===== src/rtl/moving_wall_engine.sv =====
// -----------------------------------------------------------------------------
// moving_wall_engine
//
// Table-driven wall generator for the VGA level renderer. Holds NUM_WALLS
// rectangles, each with a position, size, signed horizontal velocity and a
// motion mode. Every clock it produces one registered hit bit per wall for the
// current pixel. On each rising edge of the frame tick it sweeps the table one
// entry per cycle, moving enabled walls that wrap or bounce. The level
// controller loads entries at run time through the config write port.
//
// Ports:
//   clk       in   system pixel clock
//   rst       in   synchronous, active-high reset
//   update    in   frame tick level; rising edge starts a sweep
//   xCount    in   current pixel column
//   yCount    in   current pixel row
//   cfg_we    in   write strobe for one table entry
//   cfg_idx   in   entry written (indices >= NUM_WALLS are ignored)
//   cfg_x/y   in   top-left corner of the rectangle
//   cfg_w/h   in   rectangle size
//   cfg_dx    in   signed horizontal velocity, pixels per update
//   cfg_mode  in   0 static, 1 wrap, 2 bounce, 3 reserved (static)
//   cfg_en    in   entry enable
//   wall      out  per-wall hit for the pixel presented one cycle earlier
//   busy      out  sweep in progress
//   overrun   out  sticky: an update edge arrived while a sweep was running
// -----------------------------------------------------------------------------
module moving_wall_engine #(
  parameter int NUM_WALLS = 26,
  parameter int IDXW      = 6,
  parameter int XW        = 10,
  parameter int SCREEN_W  = 640,
  parameter int VW        = 4
) (
  input  logic                 clk,
  input  logic                 rst,
  input  logic                 update,
  input  logic [XW-1:0]        xCount,
  input  logic [XW-1:0]        yCount,
  input  logic                 cfg_we,
  input  logic [IDXW-1:0]      cfg_idx,
  input  logic [XW-1:0]        cfg_x,
  input  logic [XW-1:0]        cfg_y,
  input  logic [XW-1:0]        cfg_w,
  input  logic [XW-1:0]        cfg_h,
  input  logic signed [VW-1:0] cfg_dx,
  input  logic [1:0]           cfg_mode,
  input  logic                 cfg_en,
  output logic [NUM_WALLS-1:0] wall,
  output logic                 busy,
  output logic                 overrun
);

  typedef enum logic [1:0] {
    MODE_STATIC = 2'd0,
    MODE_WRAP   = 2'd1,
    MODE_BOUNCE = 2'd2,
    MODE_RSVD   = 2'd3
  } mode_t;

  typedef struct packed {
    logic                 en;
    mode_t                mode;
    logic signed [VW-1:0] dx;
    logic [XW-1:0]        x;
    logic [XW-1:0]        y;
    logic [XW-1:0]        w;
    logic [XW-1:0]        h;
  } entry_t;

  typedef enum logic {
    S_IDLE,
    S_SWEEP
  } state_t;

  // Motion arithmetic width: XW+2 holds x+dx as a signed value, one more bit
  // keeps x+dx+w from overflowing in the bounce test.
  localparam int                    SW       = XW + 3;
  localparam logic [IDXW-1:0]       LAST_IDX = IDXW'(NUM_WALLS - 1);
  localparam logic signed [SW-1:0]  SCREEN   = SW'(SCREEN_W);
  localparam logic signed [VW-1:0]  DX_MIN   = {1'b1, {(VW-1){1'b0}}};
  localparam logic signed [VW-1:0]  DX_MAX   = {1'b0, {(VW-1){1'b1}}};

  entry_t               tbl_q [NUM_WALLS];
  state_t               state_q, state_d;
  logic [IDXW-1:0]      idx_q, idx_d;
  logic                 update_q;
  logic                 start;
  logic                 sweep_we;
  logic                 cfg_hit;

  entry_t               cur;
  logic signed [SW-1:0] n;
  logic signed [SW-1:0] n_end;
  logic [XW-1:0]        x_new;
  logic signed [VW-1:0] dx_new;

  assign start   = update & ~update_q;
  assign busy    = (state_q == S_SWEEP);
  assign cfg_hit = cfg_we && (cfg_idx <= LAST_IDX);

  // ---------------------------------------------------------------------------
  // Sweep FSM
  // ---------------------------------------------------------------------------
  always_ff @(posedge clk) begin
    // NOTE: every clocked assignment uses <= so all registers update from
    // the values seen before the edge, independent of statement order.
    if (rst) begin
      state_q  <= S_IDLE;
      idx_q    <= '0;
      update_q <= 1'b0;
      overrun  <= 1'b0;
    end else begin
      state_q  <= state_d;
      idx_q    <= idx_d;
      update_q <= update;
      if (start && busy) begin
        overrun <= 1'b1;
      end
    end
  end

  always_comb begin
    // NOTE: defaults first, so no path through the case leaves an output
    // unassigned and infers a latch.
    state_d  = state_q;
    idx_d    = idx_q;
    sweep_we = 1'b0;
    case (state_q)
      S_IDLE: begin
        if (start) begin
          state_d = S_SWEEP;
          idx_d   = '0;
        end
      end
      S_SWEEP: begin
        sweep_we = 1'b1;
        if (idx_q == LAST_IDX) begin
          state_d = S_IDLE;
          idx_d   = '0;
        end else begin
          idx_d = idx_q + 1'b1;
        end
      end
      default: state_d = S_IDLE;
    endcase
  end

  // ---------------------------------------------------------------------------
  // Motion of the entry under the sweep index
  // ---------------------------------------------------------------------------
  always_comb begin
    cur    = tbl_q[idx_q];
    n      = $signed({3'b000, cur.x}) + $signed({{(SW-VW){cur.dx[VW-1]}}, cur.dx});
    n_end  = n + $signed({3'b000, cur.w});
    x_new  = cur.x;
    dx_new = cur.dx;
    if (cur.en) begin
      case (cur.mode)
        MODE_WRAP: begin
          if (n < 0) begin
            x_new = XW'(n + SCREEN);
          end else if (n >= SCREEN) begin
            x_new = XW'(n - SCREEN);
          end else begin
            x_new = XW'(n);
          end
        end
        MODE_BOUNCE: begin
          if (n < 0 || n_end > SCREEN) begin
            // Reverse in place; the most negative velocity has no positive
            // twin, so it saturates to the largest positive one.
            dx_new = (cur.dx == DX_MIN) ? DX_MAX : -cur.dx;
          end else begin
            x_new = XW'(n);
          end
        end
        default: ;
      endcase
    end
  end

  // ---------------------------------------------------------------------------
  // Wall table
  // ---------------------------------------------------------------------------
  always_ff @(posedge clk) begin
    if (rst) begin
      // NOTE: the table is a register file, not a RAM, so it can be and is
      // cleared on reset; a reset loop over a RAM would block RAM inference.
      for (int i = 0; i < NUM_WALLS; i++) begin
        tbl_q[i] <= '0;
      end
    end else begin
      if (sweep_we) begin
        tbl_q[idx_q].x  <= x_new;
        tbl_q[idx_q].dx <= dx_new;
      end
      // Placed after the sweep update: when both target the same entry the
      // config write is the one that lands.
      if (cfg_hit) begin
        tbl_q[cfg_idx] <= '{en:   cfg_en,
                            mode: mode_t'(cfg_mode),
                            dx:   cfg_dx,
                            x:    cfg_x,
                            y:    cfg_y,
                            w:    cfg_w,
                            h:    cfg_h};
      end
    end
  end

  // ---------------------------------------------------------------------------
  // Rendering: one registered hit bit per wall. Right/bottom edges are summed
  // at XW+1 bits so rectangles running past 2^XW do not wrap to column 0.
  // ---------------------------------------------------------------------------
  always_ff @(posedge clk) begin
    if (rst) begin
      wall <= '0;
    end else begin
      for (int i = 0; i < NUM_WALLS; i++) begin
        wall[i] <= tbl_q[i].en
                 & (xCount > tbl_q[i].x)
                 & ({1'b0, xCount} < ({1'b0, tbl_q[i].x} + {1'b0, tbl_q[i].w}))
                 & (yCount > tbl_q[i].y)
                 & ({1'b0, yCount} < ({1'b0, tbl_q[i].y} + {1'b0, tbl_q[i].h}));
      end
    end
  end

endmodule


===== config.mk =====
export PLATFORM = sky130hd
export DESIGN_NAME = moving_wall_engine
export DESIGN_NICKNAME = d
export VERILOG_FILES = /design/src/rtl/moving_wall_engine.sv
export SDC_FILE = /design/constraint.sdc
export NUM_CORES = 2
export LEC_CHECK = 0
export ABC_AREA = 1
export CORE_ASPECT_RATIO = 0.5
export CORE_UTILIZATION = 45
export CTS_CLUSTER_SIZE = 25
export DETAILED_ROUTE_END_ITERATION = 6
export RECOVER_POWER = 25
export REMOVE_ABC_BUFFERS = 1
export SYNTH_ARGS = -nofsm -noshare
export SYNTH_HDL_FRONTEND = slang
export SYNTH_SLANG_ARGS = --single-unit

===== constraint.sdc =====
create_clock -name clk -period 7 [get_ports clk]
set_input_delay 1.05 -clock clk [delete_from_list [all_inputs] [get_ports clk]]
set_output_delay 1.05 -clock clk [all_outputs]
set_load 0.01 [all_outputs]

### After elaboration in Yosys (flattened, before gate mapping)

Memories as Yosys holds them, arrays and structs flattened. A register that Yosys moved wholly into a read port is not among the register bits.
Cells that the tools add are included.

* add/sub/neg operators: 58
* order comparisons: 108
* bitwise gates (word level): 107
* muxes and demuxes: 32
* equal/unequal tests: 5
* reduce and logical (&&, ||, !) cells: 5

Operators by type and width (number)
* $add 10x10->11: 52
* $lt 10x11->1: 52
* $gt 10x10->1: 52
* $and 1x1->1: 105
* $mux 47: 2
* $reduce_or 47->1: 2
* $mux 10: 4
* $mux 5: 4
* $pmux 10 s2: 1
* $mux 4: 4
* $add 12x11->13: 1
* $gt 13x11->1 const B: 1
* $add 11x4->12: 1
* $ge 12x11->1 const B: 1
* $lt 12x1->1 const B: 1
* $mux 1: 12
* $mux 6: 2
* $pmux 6 s2: 1
* $add 10x10->10 const B: 1
* $sub 10x10->10 const B: 1
* $add 6x1->6 const B: 1
* $eq 6x5->1 const B: 1
* $le 6x5->1 const B: 1
* $eq 4x4->1 const B: 1
* other kinds (9): 11

* output and inout bits: 28
* logic and storage cells: 321
* bits in registers: 35
* RAM bits: 1222
* memories kept: 1

Memories
* tbl_q: words 26, width 47, rd ports 27, clocked after memory_dff 1, write ports 26, line 84 `entry_t tbl_q [NUM_WALLS];`

### Depth between registers and ports, before layout

* depth in word-level cells: 8
* depth in mapped cells: 39

### Worst setup path before layout

Ideal clock, no wire load.

* path type: register -> register
* start: register with a tool-made name
* end: memory tbl_q[0][39] (netlist bit) (data pin)
* period minus slack after synthesis: 4.908 ns
* path slack: 2.092 ns
* library setup time: 0.253 ns
* arrival time: 4.655 ns
* stages on the path, launching flop included: 35
* data required time: 6.747 ns
* path through: dfxtp_1 > buf_6 > buf_6 > buf_6 > buf_6 > buf_2 > o21ai_0 > o221ai_1 > nand3_1 > nand3_1 > nand2_2 > inv_1 > ha_1 > fa_1 > nand3_1 > nand2_1 > nand2_1 > nand2_1 > xor2_1 > ha_1 > nand2_1 > nor2_1 > nand2_1 > nand3_1 > nand3_1 > nand2_1 > xor2_1 > nand2_1 > clkbuf_1 > nand4_1 > nand3_2 > nand2_2 > buf_4 > nand3_1 > nand2_1

RTL lines (line)
* to (decl): 84

==> summary by stage <==
Floorplan
After floorplanning, the core was sized to cover 226000 um^2. After floorplanning, the core was divided into 123 placement rows. The die covers 231000 um^2.

The initial utilization of the core area, before any placement, comes to 45.5%. During I/O placement, the number of pins put on the boundary was 105. From bottom edge to top edge, the die measures 340 um.

The die outline width is 678 um.

Synth
The sequential-to-total area share from yosys stat is 41.2%. The mapped netlist covers 103000 um^2. The average size of a mapped cell is 9.09 um^2.

The number of flops mapped to enable cells by yosys is 1384. The post-synthesis async set-or-reset flop share is 0%. Counting every instance in the synthesized netlist gives 11325.

Among all flip-flop cells after synthesis, the most frequent one is sky130_fd_sc_hd__edfxtp_1. The synthesis warning total is 0. Synthesis inferred 1424 register bits. The netlist uses 68 different library cells.

Final layout
The layout cell share with drive strength beyond 1 is 5.18%. The area growth from synthesis to final layout is 9.57%. Summing all non-filler instances in the final layout gives an area of 113000 um^2.

For this run, the post-layout net count is 13075. The final design utilization is 49.9%.

STA
The worst path needs 6760 ps of the cycle, external delays included. The max-slew violation total from the final report is 554. The maximum clock skew at final layout is 73.6 ps.

The portion of the clock cycle consumed by the worst path in the final layout is 96.6%. The final hold violation count is 0. At the pin with the least slew margin, the transition time is 3470 ps.

Setup repair after global routing left no endpoint under its margin. The worst hold slack across all endpoints is 547 ps. The number of setup violations in the final report is 0.

The worst relative slew slack is -132%. The upper clock frequency limit is 148 MHz. The worst path setup slack after routing is 236 ps.

Power and ir drop
Dividing total power by cell area gives a power density of 225 nW/um^2. The overall power after layout is 25.4 mW. The internal power contribution is 16.8 mW. The switching share of power is 33.7%. The analysis attributes to cell leakage a power of 49.9 nW. The register share of total power is 39.9%.

The peak ir drop on the vdd network is 0.161 mV. The power share of the clock group is 33.8%. The switching component of the power is 8.56 mW. The power share of the combinational group is 26.3%.

GRT
The largest net degree at the start of global routing is 162. The wire length of the first global-routing pass is 549000 um. The via count of the first global-routing pass is 80756.

The total congestion overflow after global routing is 0. The initial antenna violation count is 27. Global routing used 32.4% of the available tracks across all layers.

Setup path
The worst setup path is captured at a flip-flop. Following the worst setup path forward leads to its endpoint at tbl_q[24][40]. The endpoint of the lowest-slack register-to-register path is tbl_q[24][40]. STA puts the critical path data arrival time at 7230 ps.

The peak per-stage delay on the critical path is 800 ps. Counting stages on the worst path, the most repeated cell is sky130_fd_sc_hd__nand2_1. The slowest stage of the critical path belongs to the cell sky130_fd_sc_hd__o21ai_0. The largest fanout on the critical path is 160. The worst setup path is of the flip-flop to flip-flop kind.

The category of the worst setup path launch point is a flip-flop. The cell depth of the worst flop-to-flop path is 30. The worst setup slack for register-to-register paths is 240 ps.

Data on the critical path is required at its endpoint by 7460 ps.

Clock tree
The number of setup buffers added after CTS is 0. TritonCTS built the clock tree. CTS placed an instance of sky130_fd_sc_hd__clkbuf_16 at the clock tree root. The insertion delay of the later-clocked pin in the worst-skew pair is 840 ps. Counting every sink on the clock net gives 1424. The clock edge transition at the registers on the reported setup and hold paths is 60 ps.

The buffer depth of the longest clock path is 4. The deepest level of the CTS H-tree is 4. In this run, CTS created clock tree buffers numbering 156.

Routing
The detail-routed via count per cell is 5.98. The total vias in the final route is 86777. The highest layer touched by signal routing is met5. For this run, design rule violations remaining after detail routing come to 0. The length of the first detailed-routing pass in iterations is 6. The routed wirelength normalized by instance count is 26.5 um. For this block, wires on met1 add up to 165000 um. The number of DRC markers in iteration 0 is 11329.

The count of nets left with antenna violations once routing finished came out at 0. The final wirelength is 384000 um. The sum of met3 wire segment lengths after detailed routing is 49800 um.

The met2 layer wire length in the routed design is 156000 um.

Placement
The number of buffers added on ports is 104. OpenSTA, run right after detailed placement, puts the worst setup slack at 575 ps. The wire-length estimate of the detail-placed layout is 264000 um. The placer congestion estimate is 0.990. The cell area after placement is 108000 um^2.

Status
The final reports fail on capacitance limit, slew limit. The run finished, with violations left.

Job
The number of max-capacitance violations reported is 18.

Hold path
The type of the tightest min-delay check is flip-flop to flip-flop.
repair_timing:
item,CTS,global route
gates resized for setup,0,2
hold buffers,0,0
hold endpoints to repair,0,0
endpoints found under the setup margin,0,328
power groups by stage:
stage | Sequential [mW] | Clock, mW | Combinational (mW)
global placement | 10.3 | 0 | 6.33
finish | 10.1 | 8.56 | 6.67
detailed placement | 10.3 | 0 | 6.47
CTS | 10.1 | 8.59 | 6.51
floorplan | 10.2 | 0 | 4.14
global route | 10.2 | 8.88 | 7.32
flip-flops by register name, summed over array words and instances (netlist names), named ones only:
name / cells
tbl_q: 1384
wall: 26
idx_q: 6
busy: 1
overrun: 1
update_q: 1
worst min-delay path by stage:
stage | cells past startpoint | startpoint | slack (ps) | to
5_1_grt | 2 | idx_q[5] | 560 | idx_q[5]
2_1_floorplan | 2 | idx_q[1] | 500 | flip-flop
6_report | 2 | idx_q[1] | 550 | flip-flop
3_5_place_dp | 2 | idx_q[5] | 530 | idx_q[5]
4_1_cts | 2 | idx_q[5] | 550 | idx_q[5]
3_3_place_gp | 2 | idx_q[5] | 540 | idx_q[5]
cell type report:
cell class	count	area, um^2
inverters	1084	4100
flip-flops and latches	1424	42400
clock inverters	85	841
fillers	20857	113000
well taps	3000	3750
repair buffers	356	3050
multi-input cells	8383	54500
clock buffers	185	4140
diodes	5	12.5
cell families (layout without fill, tap and decap cells):
family          after synthesis  after routing  share of synthesized area (%)
compound gates             2336           2336                           13.2
flops                      1424           1424                           41.2
buf+inv                    1595           1710                           6.26
other cells                   1             83                        0.00364
simple gates               3946           3946                           16.0
fa+ha+maj                  1593           1593                           19.8
xor+xnor                    430            430                           3.66
synth_stat cells (7+ instances only):
master | count | area [um^2]
sky130_fd_sc_hd__nand2_1 | 1566 | 5880
sky130_fd_sc_hd__ha_1 | 1539 | 19300
sky130_fd_sc_hd__nor2_1 | 1448 | 5440
sky130_fd_sc_hd__edfxtp_1 | 1384 | 41600
sky130_fd_sc_hd__inv_1 | 1023 | 3840
sky130_fd_sc_hd__a21oi_1 | 991 | 4960
sky130_fd_sc_hd__nand3_1 | 662 | 3310
sky130_fd_sc_hd__o21ai_0 | 642 | 3210
sky130_fd_sc_hd__clkbuf_1 | 297 | 1110
sky130_fd_sc_hd__xor2_1 | 266 | 2330
sky130_fd_sc_hd__xnor2_1 | 164 | 1440
sky130_fd_sc_hd__o221ai_1 | 157 | 1380
sky130_fd_sc_hd__o21bai_1 | 135 | 1010
sky130_fd_sc_hd__nand4_1 | 114 | 713
sky130_fd_sc_hd__buf_2 | 110 | 551
sky130_fd_sc_hd__a211oi_1 | 86 | 646
sky130_fd_sc_hd__nor3_1 | 66 | 330
sky130_fd_sc_hd__a21boi_0 | 56 | 420
sky130_fd_sc_hd__fa_1 | 54 | 1080
sky130_fd_sc_hd__buf_1 | 50 | 188
sky130_fd_sc_hd__o21ai_1 | 50 | 250
sky130_fd_sc_hd__dfxtp_1 | 40 | 801
sky130_fd_sc_hd__clkinv_1 | 36 | 135
sky130_fd_sc_hd__buf_6 | 31 | 349
sky130_fd_sc_hd__o21a_1 | 30 | 225
sky130_fd_sc_hd__o22ai_1 | 29 | 181
sky130_fd_sc_hd__o211ai_1 | 28 | 210
sky130_fd_sc_hd__a21o_1 | 25 | 188
sky130_fd_sc_hd__inv_2 | 24 | 90.1
sky130_fd_sc_hd__buf_4 | 23 | 173
sky130_fd_sc_hd__nor4_1 | 20 | 125
sky130_fd_sc_hd__a31oi_1 | 19 | 119
sky130_fd_sc_hd__nand2_2 | 18 | 113
sky130_fd_sc_hd__a221oi_1 | 14 | 123
sky130_fd_sc_hd__o31ai_1 | 12 | 90.1
sky130_fd_sc_hd__nand2_4 | 11 | 124
sky130_fd_sc_hd__a32oi_1 | 10 | 87.6
sky130_fd_sc_hd__nand3_4 | 9 | 158
sky130_fd_sc_hd__o2111ai_1 | 9 | 78.8
sky130_fd_sc_hd__a21boi_1 | 8 | 60.1
sky130_fd_sc_hd__and2_1 | 8 | 50.1
sky130_fd_sc_hd__a21oi_2 | 7 | 61.3
stage by stage:
step	cells	TNS, ps
final	14522	0
after floorplan	10891	-3392810
after global routing	14519	0
after CTS	14517	0
after global placement	14247	0
after detailed placement	14247	0
critical path, delay by kind of cell, from the launching register on:
kind	cells	cell delay, ps
AOI/OAI and AO/OA	4	1420
xor gates and xnor gates	1	350
adders and majority gates	2	780
buffers and inverters	4	590
DFF	1	400
and+or+nand+nor	19	2730
placed cells by master (no fill, tap or decap), drive strengths merged, types with 164 or more instances in the layout:
| cell | count |
|---|---|
| a21oi | 998 |
| buf | 244 |
| clkbuf | 212 |
| edfxtp | 1384 |
| ha | 1539 |
| inv | 1073 |
| nand2 | 1595 |
| nand3 | 676 |
| nor2 | 1453 |
| o21ai | 694 |
| xnor2 | 164 |
| xor2 | 266 |
routing by layer:
metal,track usage (%),vias up
li1,-,39706
met1,46.3,41705
met2,46.9,4634
met3,9.76,726
met4,9.96,6
met5,0,-
Note: power is estimated with default switching activity, not from simulation.
